==> config.mk <==
export PLATFORM = sky130hd
export DESIGN_NAME = cpu_clk_ctrl
export DESIGN_NICKNAME = d
export VERILOG_FILES = /design/src/rtl/cpu_clk_ctrl.sv
export SDC_FILE = /design/constraint.sdc
export NUM_CORES = 1
export LEC_CHECK = 0
export BUFFER_PORTS_ARGS = -buffer_cell sky130_fd_sc_hd__buf_2
export CAP_MARGIN = 25
export CORE_MARGIN = 1.5
export CORE_UTILIZATION = 40
export CTS_CLUSTER_SIZE = 16
export DETAILED_ROUTE_END_ITERATION = 16
export PLACE_DENSITY = 0.62
export SETUP_SLACK_MARGIN = 0.05
export SLEW_MARGIN = 0
export SYNTH_ARGS = -nofsm -noshare
export SYNTH_HDL_FRONTEND = slang
export SYNTH_SLANG_ARGS = --single-unit
export TNS_END_PERCENT = 5
==> constraint.sdc <==
create_clock -name clk -period 4.5 [get_ports clk]
set_input_delay 1.35 -clock clk [delete_from_list [all_inputs] [get_ports clk]]
set_output_delay 1.35 -clock clk [all_outputs]
set_load 0.01 [all_outputs]
==> src/rtl/cpu_clk_ctrl.sv <==
// CPU clock-enable sequencer: free-running divider, HALT/STEP/SLOW/FAST modes,
// debounced single-step button, PC breakpoint with resume.
module cpu_clk_ctrl #(
   parameter int unsigned DIV_W    = 32,
   parameter int unsigned FAST_BIT = 1,
   parameter int unsigned SLOW_BIT = 24,
   parameter int unsigned DB_MAX   = 1000000,
   parameter int unsigned PC_W     = 32
) (
   input  logic              clk,
   input  logic              rst,
   input  logic [1:0]        mode_sel,
   input  logic              step_btn,
   input  logic              resume,
   input  logic              bp_en,
   input  logic [PC_W-1:0]   bp_addr,
   input  logic [PC_W-1:0]   pc,
   output logic              cpu_ce,
   output logic              halted,
   output logic              at_break,
   output logic [31:0]       tick_cnt,
   output logic [DIV_W-1:0]  clkdiv
);

   localparam int unsigned DB_W = (DB_MAX > 2) ? $clog2(DB_MAX) : 1;

   localparam logic [1:0] MODE_HALT = 2'b00;
   localparam logic [1:0] MODE_STEP = 2'b01;
   localparam logic [1:0] MODE_SLOW = 2'b10;
   localparam logic [1:0] MODE_FAST = 2'b11;

   typedef enum logic [1:0] {ST_IDLE, ST_RUN, ST_BRK, ST_RESUME} state_t;

   state_t            state, state_nxt;
   logic [1:0]        mode_s1, mode_s2;
   logic              btn_s1, btn_s2;
   logic              prev_f, prev_s;
   logic              tick_f, tick_s, sel_tick;
   logic [DB_W-1:0]   db_cnt;
   logic              db_level, db_prev;
   logic              step_pulse;
   logic              run_mode, bp_hit;
   logic              ce_nxt;

   // Two-flop synchronisers for the asynchronous switch and button
   always_ff @(posedge clk or posedge rst) begin
      if (rst) begin
         mode_s1 <= MODE_HALT;
         mode_s2 <= MODE_HALT;
         btn_s1  <= 1'b0;
         btn_s2  <= 1'b0;
      end else begin
         mode_s1 <= mode_sel;
         mode_s2 <= mode_s1;
         btn_s1  <= step_btn;
         btn_s2  <= btn_s1;
      end
   end

   // Free-running divider and rising-edge detectors on the tick bits
   always_ff @(posedge clk or posedge rst) begin
      if (rst) begin
         clkdiv <= '0;
         prev_f <= 1'b0;
         prev_s <= 1'b0;
      end else begin
         clkdiv <= clkdiv + DIV_W'(1);
         prev_f <= clkdiv[FAST_BIT];
         prev_s <= clkdiv[SLOW_BIT];
      end
   end

   assign tick_f = clkdiv[FAST_BIT] & ~prev_f;
   assign tick_s = clkdiv[SLOW_BIT] & ~prev_s;

   always_comb begin
      sel_tick = 1'b0;
      case (mode_s2)
         MODE_FAST: sel_tick = tick_f;
         MODE_SLOW: sel_tick = tick_s;
         default:   sel_tick = 1'b0;
      endcase
   end

   // Debounce: level follows the input only after DB_MAX consecutive differing clks
   always_ff @(posedge clk or posedge rst) begin
      if (rst) begin
         db_cnt   <= '0;
         db_level <= 1'b0;
         db_prev  <= 1'b0;
      end else begin
         db_prev <= db_level;
         if (btn_s2 == db_level) begin
            db_cnt <= '0;
         end else if (db_cnt == DB_W'(DB_MAX - 1)) begin
            db_level <= btn_s2;
            db_cnt   <= '0;
         end else begin
            db_cnt <= db_cnt + DB_W'(1);
         end
      end
   end

   assign step_pulse = db_level & ~db_prev;
   assign run_mode   = mode_s2[1];
   assign bp_hit     = bp_en && (pc == bp_addr);

   always_ff @(posedge clk or posedge rst) begin
      if (rst) state <= ST_IDLE;
      else     state <= state_nxt;
   end

   // Next state: leaving a run mode outranks every other event
   always_comb begin
      state_nxt = state;
      case (state)
         ST_IDLE:   if (run_mode) state_nxt = ST_RUN;
         ST_RUN:    if (!run_mode) state_nxt = ST_IDLE;
                    else if (sel_tick && bp_hit) state_nxt = ST_BRK;
         ST_BRK:    if (!run_mode) state_nxt = ST_IDLE;
                    else if (resume) state_nxt = ST_RESUME;
         ST_RESUME: if (!run_mode) state_nxt = ST_IDLE;
                    else if (sel_tick) state_nxt = ST_RUN;
         default:   state_nxt = ST_IDLE;
      endcase
   end

   // Tick decision; RESUME issues the breakpoint instruction without the bp check
   always_comb begin
      ce_nxt = 1'b0;
      case (state)
         ST_IDLE:   ce_nxt = (mode_s2 == MODE_STEP) && step_pulse;
         ST_RUN:    ce_nxt = run_mode && sel_tick && !bp_hit;
         ST_RESUME: ce_nxt = run_mode && sel_tick;
         default:   ce_nxt = 1'b0;
      endcase
   end

   always_ff @(posedge clk or posedge rst) begin
      if (rst) begin
         cpu_ce   <= 1'b0;
         tick_cnt <= '0;
         halted   <= 1'b1;
         at_break <= 1'b0;
      end else begin
         cpu_ce   <= ce_nxt;
         tick_cnt <= tick_cnt + 32'(cpu_ce);
         halted   <= (state_nxt == ST_IDLE) || (state_nxt == ST_BRK);
         at_break <= (state_nxt == ST_BRK);
      end
   end

endmodule

Word-level counts from Yosys, hierarchy flattened

Index checks and enable logic that the tools add are counted.

Add/subtract/negate cells: 3
Multiplexer cells: 12
Equal/unequal tests: 10
Bitwise operators: 7
Reduce and logical (&&, ||, !) cells: 10

Operators with widths:

| cell                                          | number |
|---|---|
| two-way mux 20 bit                            | 2 |
| adder 32 x 1 -> 32 bit                        | 1 |
| adder 32 x 1 -> 32 bit, second input constant | 1 |
| == test 32 bit                                | 1 |
| adder 20 x 1 -> 20 bit, second input constant | 1 |
| == test 20 bit, second input constant         | 1 |
| two-way mux 2 bit                             | 7 |
| == test 2 bit, second input constant          | 5 |
| one-hot mux 2 bit (4 select lines)            | 1 |
| logical AND 1 bit                             | 5 |
| == test 2 x 1 -> 1 bit, second input constant | 2 |
| zero test 2 bit                               | 2 |
| NOT 1 bit                                     | 4 |
| AND 1 bit                                     | 3 |
| one-hot mux 1 bit (3 select lines)            | 1 |
| one-hot mux 1 bit (2 select lines)            | 1 |
| AND reduction 2 bit                           | 1 |
| == test 1 bit                                 | 1 |
| zero test 1 bit                               | 1 |
| logical OR 1 bit                              | 1 |

Bits in registers: 99
Bits of input ports: 71
Output and inout port bits: 67
Logic and storage cells: 57

Longest topological paths before layout

Gate-level depths: netlist (run 1).

Depth in word-level cells: 9
Gate-level depth with buffers: 8
Gate-level depth less buffers: 6

Worst setup path after synthesis (run 1)

Ideal clock, no wire load.

Path type: input to register
Start point: input bp_addr[6]
End point: register cpu_ce
Slack: 2.150 ns
Required time: 4.373 ns
Stages: 5
Data arrival time: 2.223 ns
Setup time: 0.127 ns
Path buffers: 0
Cell sequence: xnor2_1 o2111ai_1 nor4_1 and4_1 o21ai_0

Word-level cells in the longest chain between the ends: 5

RTL lines:

| element                            | RTL line | source |
|---|---|---|
| start: declaration                 | 16       | `input logic [PC_W-1:0] bp_addr,` |
| == test 32 bit                     | 106      | `assign bp_hit = bp_en && (pc == bp_addr);` |
| logical AND 1 bit                  | 106      |  |
| zero test 1 bit                    | 133      | `ST_RUN: ce_nxt = run_mode && sel_tick && !bp_hit;` |
| logical AND 1 bit                  | 133      |  |
| one-hot mux 1 bit (3 select lines) | 131      | `case (state)` |
| named net ce_nxt                   | 43       | `logic ce_nxt;` |
| end signal: assignment             | 146      | `cpu_ce <= ce_nxt;` |
| end: declaration                   | 18       | `output logic cpu_ce,` |

The timed path passes the listed nets, and every way through them passes these cells.
A chain may end at the register's enable or synchronous reset.

Worst setup path after layout (run 1)

Start point: register clkdiv[24]
End point: output clkdiv[24]

RTL lines:

| element                  | RTL line | source |
|---|---|---|
| start: declaration       | 22       | `output logic [DIV_W-1:0] clkdiv` |
| start signal: assignment | 67       | `clkdiv <= clkdiv + DIV_W'(1);` |

No word-level cell between the ends.

==> results.ini, run 1 <==
[outcome]
run_status=finished, final reports clean

[worst_hold_path]
worst_hold_path_type=reg -> reg
timing.hold.worst.start=mode_s1[1]$_DFF_PP0_
timing.hold.worst_path_depth=0
min_to=mode_s2[1]$_DFF_PP0_

[layout]
stdcell_count=714
final_area_um2=5790
final_common_cell=buf_2
num-fill-cells=1043
antenna_cells_inserted=0
final_core_util_pct=50.9
multi_input_comb_area_um2=2080
area.growth.synth_to_final_pct=24.8
fraction_of_final_layout_cells_sized_beyond_drive_strength_1_pct=30.3
mostFrequentLayoutCells=buf_2, dfrtp_1, xnor2_1, nand3_1, nor2_1
nets=641
ff_latch_area_um2=2480

[logic_synthesis]
xor_xnor_fraction_of_synth_area_pct=19.8
yosys_register_bits=99
synthAdderAreaFrac_pct=1.08
synth_sequential_area_ratio_pct=53.5
ys.flop_type=dfrtp_1
ys.warnings.count=0
mapped_area_um2=4640
synth.net_count=493
netlist-cell-type-count=40
dominant_combinational_cell_family_by_area_after_synthesis=simple AND/OR/NAND/NOR gates
synth_area_per_cell_um2=11.1
async_sr_flop_fraction_pct=100
synth.mux.area_fraction_pct=0.243
number_of_enable_flip_flop_cells_after_synthesis=0
synth_top_area_cell=dfrtp_1
netlist.area_leader.share_pct=52.9
netlist_instances=418
synth_simple_gate_area_share_pct=21.9
ys_top_cells_by_area=dfrtp_1, xnor2_1, xor2_1
synth_compound_gate_area_share_pct=1.83

[global_route]
globalRoute.totalOverflow=0
groute.usage.overall_pct=16.0
vias_in_the_first_global_route=3512
global_route_wire_length_before_repair_um=16100
largest_net_degree_at_the_start_of_global_routing=58
initial_antenna_violation_count=0

[worst_setup_path]
r2r_end=clkdiv[16]$_DFF_PP0_
startpoint=clkdiv[24]$_DFF_PP0_
timing.critical_path.to_type=primary output
worst_ep_required_time_ns=3.15
cp_max_fo=7
critical_path_buf_inv_count=1
critPathKind=reg -> out
critical-path-slowest-cell=dfrtp_1
rr_worst_depth=5
critical_path.top_delay_family=flip-flops
rr_startpoint=clkdiv[1]$_DFF_PP0_
critical_path.cell_chain=buf_2
cp.arrival_ns=1.03
kind_of_start_point_of_the_critical_path=flop
max_stage_delay_ns=0.48
reg2reg_slack_ns=2.53

[flow_run]
timing.max_cap.violations=0

[sta]
final.period_utilization_pct=52.9
timing.setup.tns_ns=0
maxSlewHeadroom_pct=53.2
worst_slack_ns=2.12
timing.final.setup_violations=0
hold_violations=0
max_freq_mhz=420
final_max_slew_viol_count=0
timing.clock.skew_ns=0.0118
holdWs_ns=0.350
finalWorstPathRequiredPeriod_ns=2.38
rsz0062_at_grt=false
worstMarginPinSlew_ns=0.696

[detailed_routing]
routed_wl_um=9410
routed-via-count=3522
vias_per_cell=4.93
drcViolationCount=0
firstDrtPassIters=4
detail_route.wl_per_cell_um=13.2
detailedRoute.firstIterationViolations=184
ant_nets=0

[clock_network]
hold_buffers=0
clock_tree.htree_level_count=3
clk_latency_ns=0.35
tritoncts=built
cts-root-buf=clkbuf_16
tritoncts.num_buffers=9
ctsResizeCount=0
cts_num_sinks=99
clkSlewWorstSetupHoldPaths_ns=0.07
cts_buffer_depth=2
post-cts-setup-buffers=0

[floorplanning]
design.portCount=138
die_y_um=111
start_util_pct=40.8
die_width_um=111
die_area_um2=12200
core_um2=11400
row_count=39

[power]
design_power_total_mw=1.79
cellLeakagePower_nw=2.84
powerDensity_nw_per_um2=309
max-vdd-ir-drop_mv=0.290

[place]
area_of_placed_instances_um2=5500
dp.final_hpwl_um=6960
gp_congestion=0.796
placed_cells_incl_taps=698
place_ws_ns=1.87
placement.io_buffers=137

## layer usage
metal / routed length [um] / vias to the layer above / track usage, % / share of wire (%)
met2: 4520 / 80 / 25.6 / 48
met3: 478 / 8 / 5.47 / 5.1
li1: - / 1736 / - / -
met5: 0 / - / 0 / 0
met4: 99 / 0 / 5.04 / 1.1
met1: 4310 / 1698 / 20.7 / 46
## report_power, final
group / leakage [nW] / switching, mW / total, mW / internal [mW]
sequential: 1.34 / 0.0177 / 0.926 / 0.909
clock: 0.144 / 0.354 / 0.739 / 0.385
combinational: 1.35 / 0.0646 / 0.123 / 0.0581
## final cells by class
type	instances	area share (%)
sequential	99	42.8
multi-input combinational	301	36.0
timing repair buffer	139	12.1
clock buffer	9	3.89
tap	143	3.09
inverter	16	1.08
clock inverter	7	1.02
## worst reg2reg max path, stage by stage (launching register included)
cell and delay [ns]:
dfrtp_1 0.45, ha_1 0.25, nand3_1 0.19, nor4_1 0.63, nand3_1 0.17, xnor2_1 0.16
## cell usage after synthesis, types with 2 or more instances
cell,n
xor2_1,28
and2_1,2
ha_1,4
xnor2_1,77
nor4_1,5
nand2_1,29
inv_1,16
nand4_1,22
nor3_2,3
o22ai_1,3
nor2_1,37
dfrtp_1,98
nor3_1,5
and3_1,13
nand3_1,42
nor4b_1,2
a221oi_1,2
buf_4,2
and4_1,4
nand3b_1,2
nor4_4,2
o21ai_0,2
## state kept, by name, summed over array words and instances, names as in the netlist, 2 cells and up
signal,count
db_cnt,20
mode_s2,2
tick_cnt,32
clkdiv,32
state,2
mode_s1,2
## how the worst max path moves through the flow
stage                                    end  depth (start not counted)
after floorplan           at_break$_DFF_PP0_                          1
after global placement      cpu_ce$_DFF_PP0_                          6
after detailed placement  state[0]$_DFF_PP0_                          6
after CTS                         clkdiv[24]                          1
after global routing              clkdiv[24]                          1
final                             clkdiv[24]                          1
## cells by family (layout without fill, tap and decap cells)
family	Yosys count	in the layout
xor+xnor	105	105
flops	99	99
buf+inv	18	171
mux	1	1
simple gates	179	179
fa+ha+maj	4	4
compound gates	12	12
(Power assumes the default switching activity.)
==> run 2, diff against run 1 <==
Clock period 4.5 ns to 2.5 ns, I/O delays scaled along.
==> results.ini, run 2 (same netlist as run 1, synthesis figures left out) <==
[outcome]
run_status=finished, final reports clean  ; unchanged

[worst_setup_path]
cp_max_fo=6  ; was 7
worst_ep_required_time_ns=2.73  ; was 3.15 ns
kind_of_start_point_of_the_critical_path=flop  ; unchanged
critical_path.top_delay_family=simple AND/OR/NAND/NOR gates  ; was flip-flops
cp.arrival_ns=2.17  ; was 1.03 ns
critical-path-slowest-cell=nor4_1  ; was dfrtp_1
critPathKind=reg -> reg  ; was reg -> out
dominant_cell_type_by_count_on_the_critical_path=nand3_1
startpoint=clkdiv[1]$_DFF_PP0_  ; was clkdiv[24]$_DFF_PP0_
critical_path.cell_chain=ha_1 > nand3_1 > nor4_1 > nand3_1 > xnor2_1  ; was buf_2
timing.critical_path.to_type=flop  ; was primary output
critical_path_buf_inv_count=0  ; was 1
max_stage_delay_ns=0.61  ; was 0.48 ns
rr_startpoint=clkdiv[1]$_DFF_PP0_  ; unchanged

[flow_run]
timing.max_cap.violations=0  ; unchanged

[place]
gp_congestion=0.789  ; was 0.796
placement.io_buffers=137  ; unchanged
dp.final_hpwl_um=7160  ; was 6960 um
area_of_placed_instances_um2=5540  ; was 5500 um^2

[global_route]
globalRouteMet1Util_pct=21.1  ; was 20.7%
groute.usage.overall_pct=16.4  ; was 16.0%
met2_usage_pct=26.8  ; was 25.6%
global_route_wire_length_before_repair_um=16500  ; was 16100 um
grt-busiest-layer=met2  ; unchanged
initial_antenna_violation_count=0  ; unchanged
vias_in_the_first_global_route=3548  ; was 3512
largest_net_degree_at_the_start_of_global_routing=54  ; was 58
grt_util_met3_pct=4.59  ; was 5.47%
globalRoute.totalOverflow=0  ; unchanged

[detailed_routing]
detail_route.wl_per_cell_um=13.2  ; about the same
drcViolationCount=0  ; unchanged
detailedRoute.firstIterationViolations=173  ; was 184
ant_nets=0  ; unchanged
routed_wl_um=9450  ; was 9410 um
vias_per_cell=4.95  ; was 4.93
routed-via-count=3536  ; was 3522
firstDrtPassIters=4  ; unchanged

[floorplanning]
start_util_pct=40.8  ; unchanged
die_width_um=111  ; unchanged
core_um2=11400  ; unchanged
design.portCount=138  ; unchanged
row_count=39  ; unchanged
die_area_um2=12200  ; unchanged
die_y_um=111  ; unchanged

[sta]
final.period_utilization_pct=77.6
final_max_slew_viol_count=0  ; unchanged
maxSlewHeadroom_pct=55.7  ; was 53.2%
hold_violations=0  ; unchanged
timing.clock.skew_ns=0.00643  ; was 0.0118 ns
timing.final.setup_violations=0  ; unchanged
max_freq_mhz=515
finalWorstPathRequiredPeriod_ns=1.94
timing.setup.tns_ns=0  ; unchanged
rsz0062_at_grt=false  ; unchanged
worstMarginPinSlew_ns=0.658  ; was 0.696 ns

[worst_hold_path]
timing.hold.worst.start=mode_s1[1]$_DFF_PP0_  ; unchanged
worst_hold_path_type=reg -> reg  ; unchanged

[clock_network]
clkSlewWorstSetupHoldPaths_ns=0.07  ; about the same
tritoncts.num_buffers=9  ; unchanged
post-cts-setup-buffers=0  ; unchanged
clock_tree.htree_level_count=3  ; unchanged
hold_buffers=0  ; unchanged
cts-root-buf=clkbuf_16  ; unchanged
cts_buffer_depth=2  ; unchanged
cts_num_sinks=99  ; unchanged
ctsResizeCount=0  ; unchanged
clk_latency_ns=0.34  ; was 0.35 ns
tritoncts=built  ; unchanged

[power]
cellLeakagePower_nw=2.86  ; was 2.84 nW
max-vdd-ir-drop_mv=0.481  ; was 0.290 mV
powerDensity_nw_per_um2=577  ; was 309 nW/um^2

[layout]
area.growth.synth_to_final_pct=26.5  ; was 24.8%
final_common_cell=buf_2  ; unchanged
largest_registers_in_the_final_layout=clkdiv: 32 flops, tick_cnt: 32 flops, db_cnt: 20 flops  ; unchanged
antenna_cells_inserted=0  ; unchanged
final_area_um2=5870  ; was 5790 um^2
mostFrequentLayoutCells=buf_2, dfrtp_1, xnor2_1, nand3_1, nor2_1  ; unchanged
nets=642  ; was 641
final_core_util_pct=51.6  ; was 50.9%
fraction_of_final_layout_cells_sized_beyond_drive_strength_1_pct=30.2  ; was 30.3%

-- run 2: metal layers --
metal / vias up / share of wire [%]
met2: 78 / 49
li1: 1733 / -
met1: 1712 / 45
met5: - / 0
met3: 13 / 4.7
met4: 0 / 1.3
-- run 2: layout make-up --
class / count / area (um^2)
fill: 1012 / 5500
sequential: 99 / 2480
tap: 143 / 179
multi-input combinational: 301 / 2080
clock buffer: 11 / 243
timing repair buffer: 140 / 733
clock inverter: 5 / 85.1
inverter: 16 / 63.8
-- run 2: worst paths after layout --
path	to	slack (ns)	cells past startpoint
worst max register to register	clkdiv[16]$_DFF_PP0_	0.56	5
worst max-delay path	clkdiv[16]$_DFF_PP0_	0.56	5
max in group asynchronous	clkdiv[8]$_DFF_PP0_	1.47	3
worst min-delay path	mode_s2[1]$_DFF_PP0_	0.35	0
worst min register to register	mode_s2[1]$_DFF_PP0_	0.35	0
min in group asynchronous	tick_cnt[0]$_DFF_PP0_	0.43	2
-- run 2: report_power, final --
| part | switching (mW) | internal (mW) |
|---|---|---|
| registers | 0.0326 | 1.64 |
| logic | 0.117 | 0.109 |
| clock network | 0.582 | 0.909 |
| total | 0.732 | 2.65 |
-- run 2: through the flow --
stage / setup WS, ns / hold WS [ns] / power, mW / std cells
2_1_floorplan: 0.575 / 0.331 / 1.80 / 418
3_3_place_gp: 0.481 / 0.333 / 1.92 / 699
3_5_place_dp: 0.446 / 0.337 / 1.93 / 699
4_1_cts: 0.492 / 0.351 / 3.44 / 715
5_1_grt: 0.295 / 0.356 / 3.54 / 715
6_report: 0.559 / 0.348 / 3.39 / 715
-- run 2: worst reg2reg max path: stages, from the launching register on --
cell and delay [ns]:
dfrtp_1 0.45, ha_1 0.25, nand3_1 0.19, nor4_1 0.61
nand3_1 0.18, xnor2_1 0.15
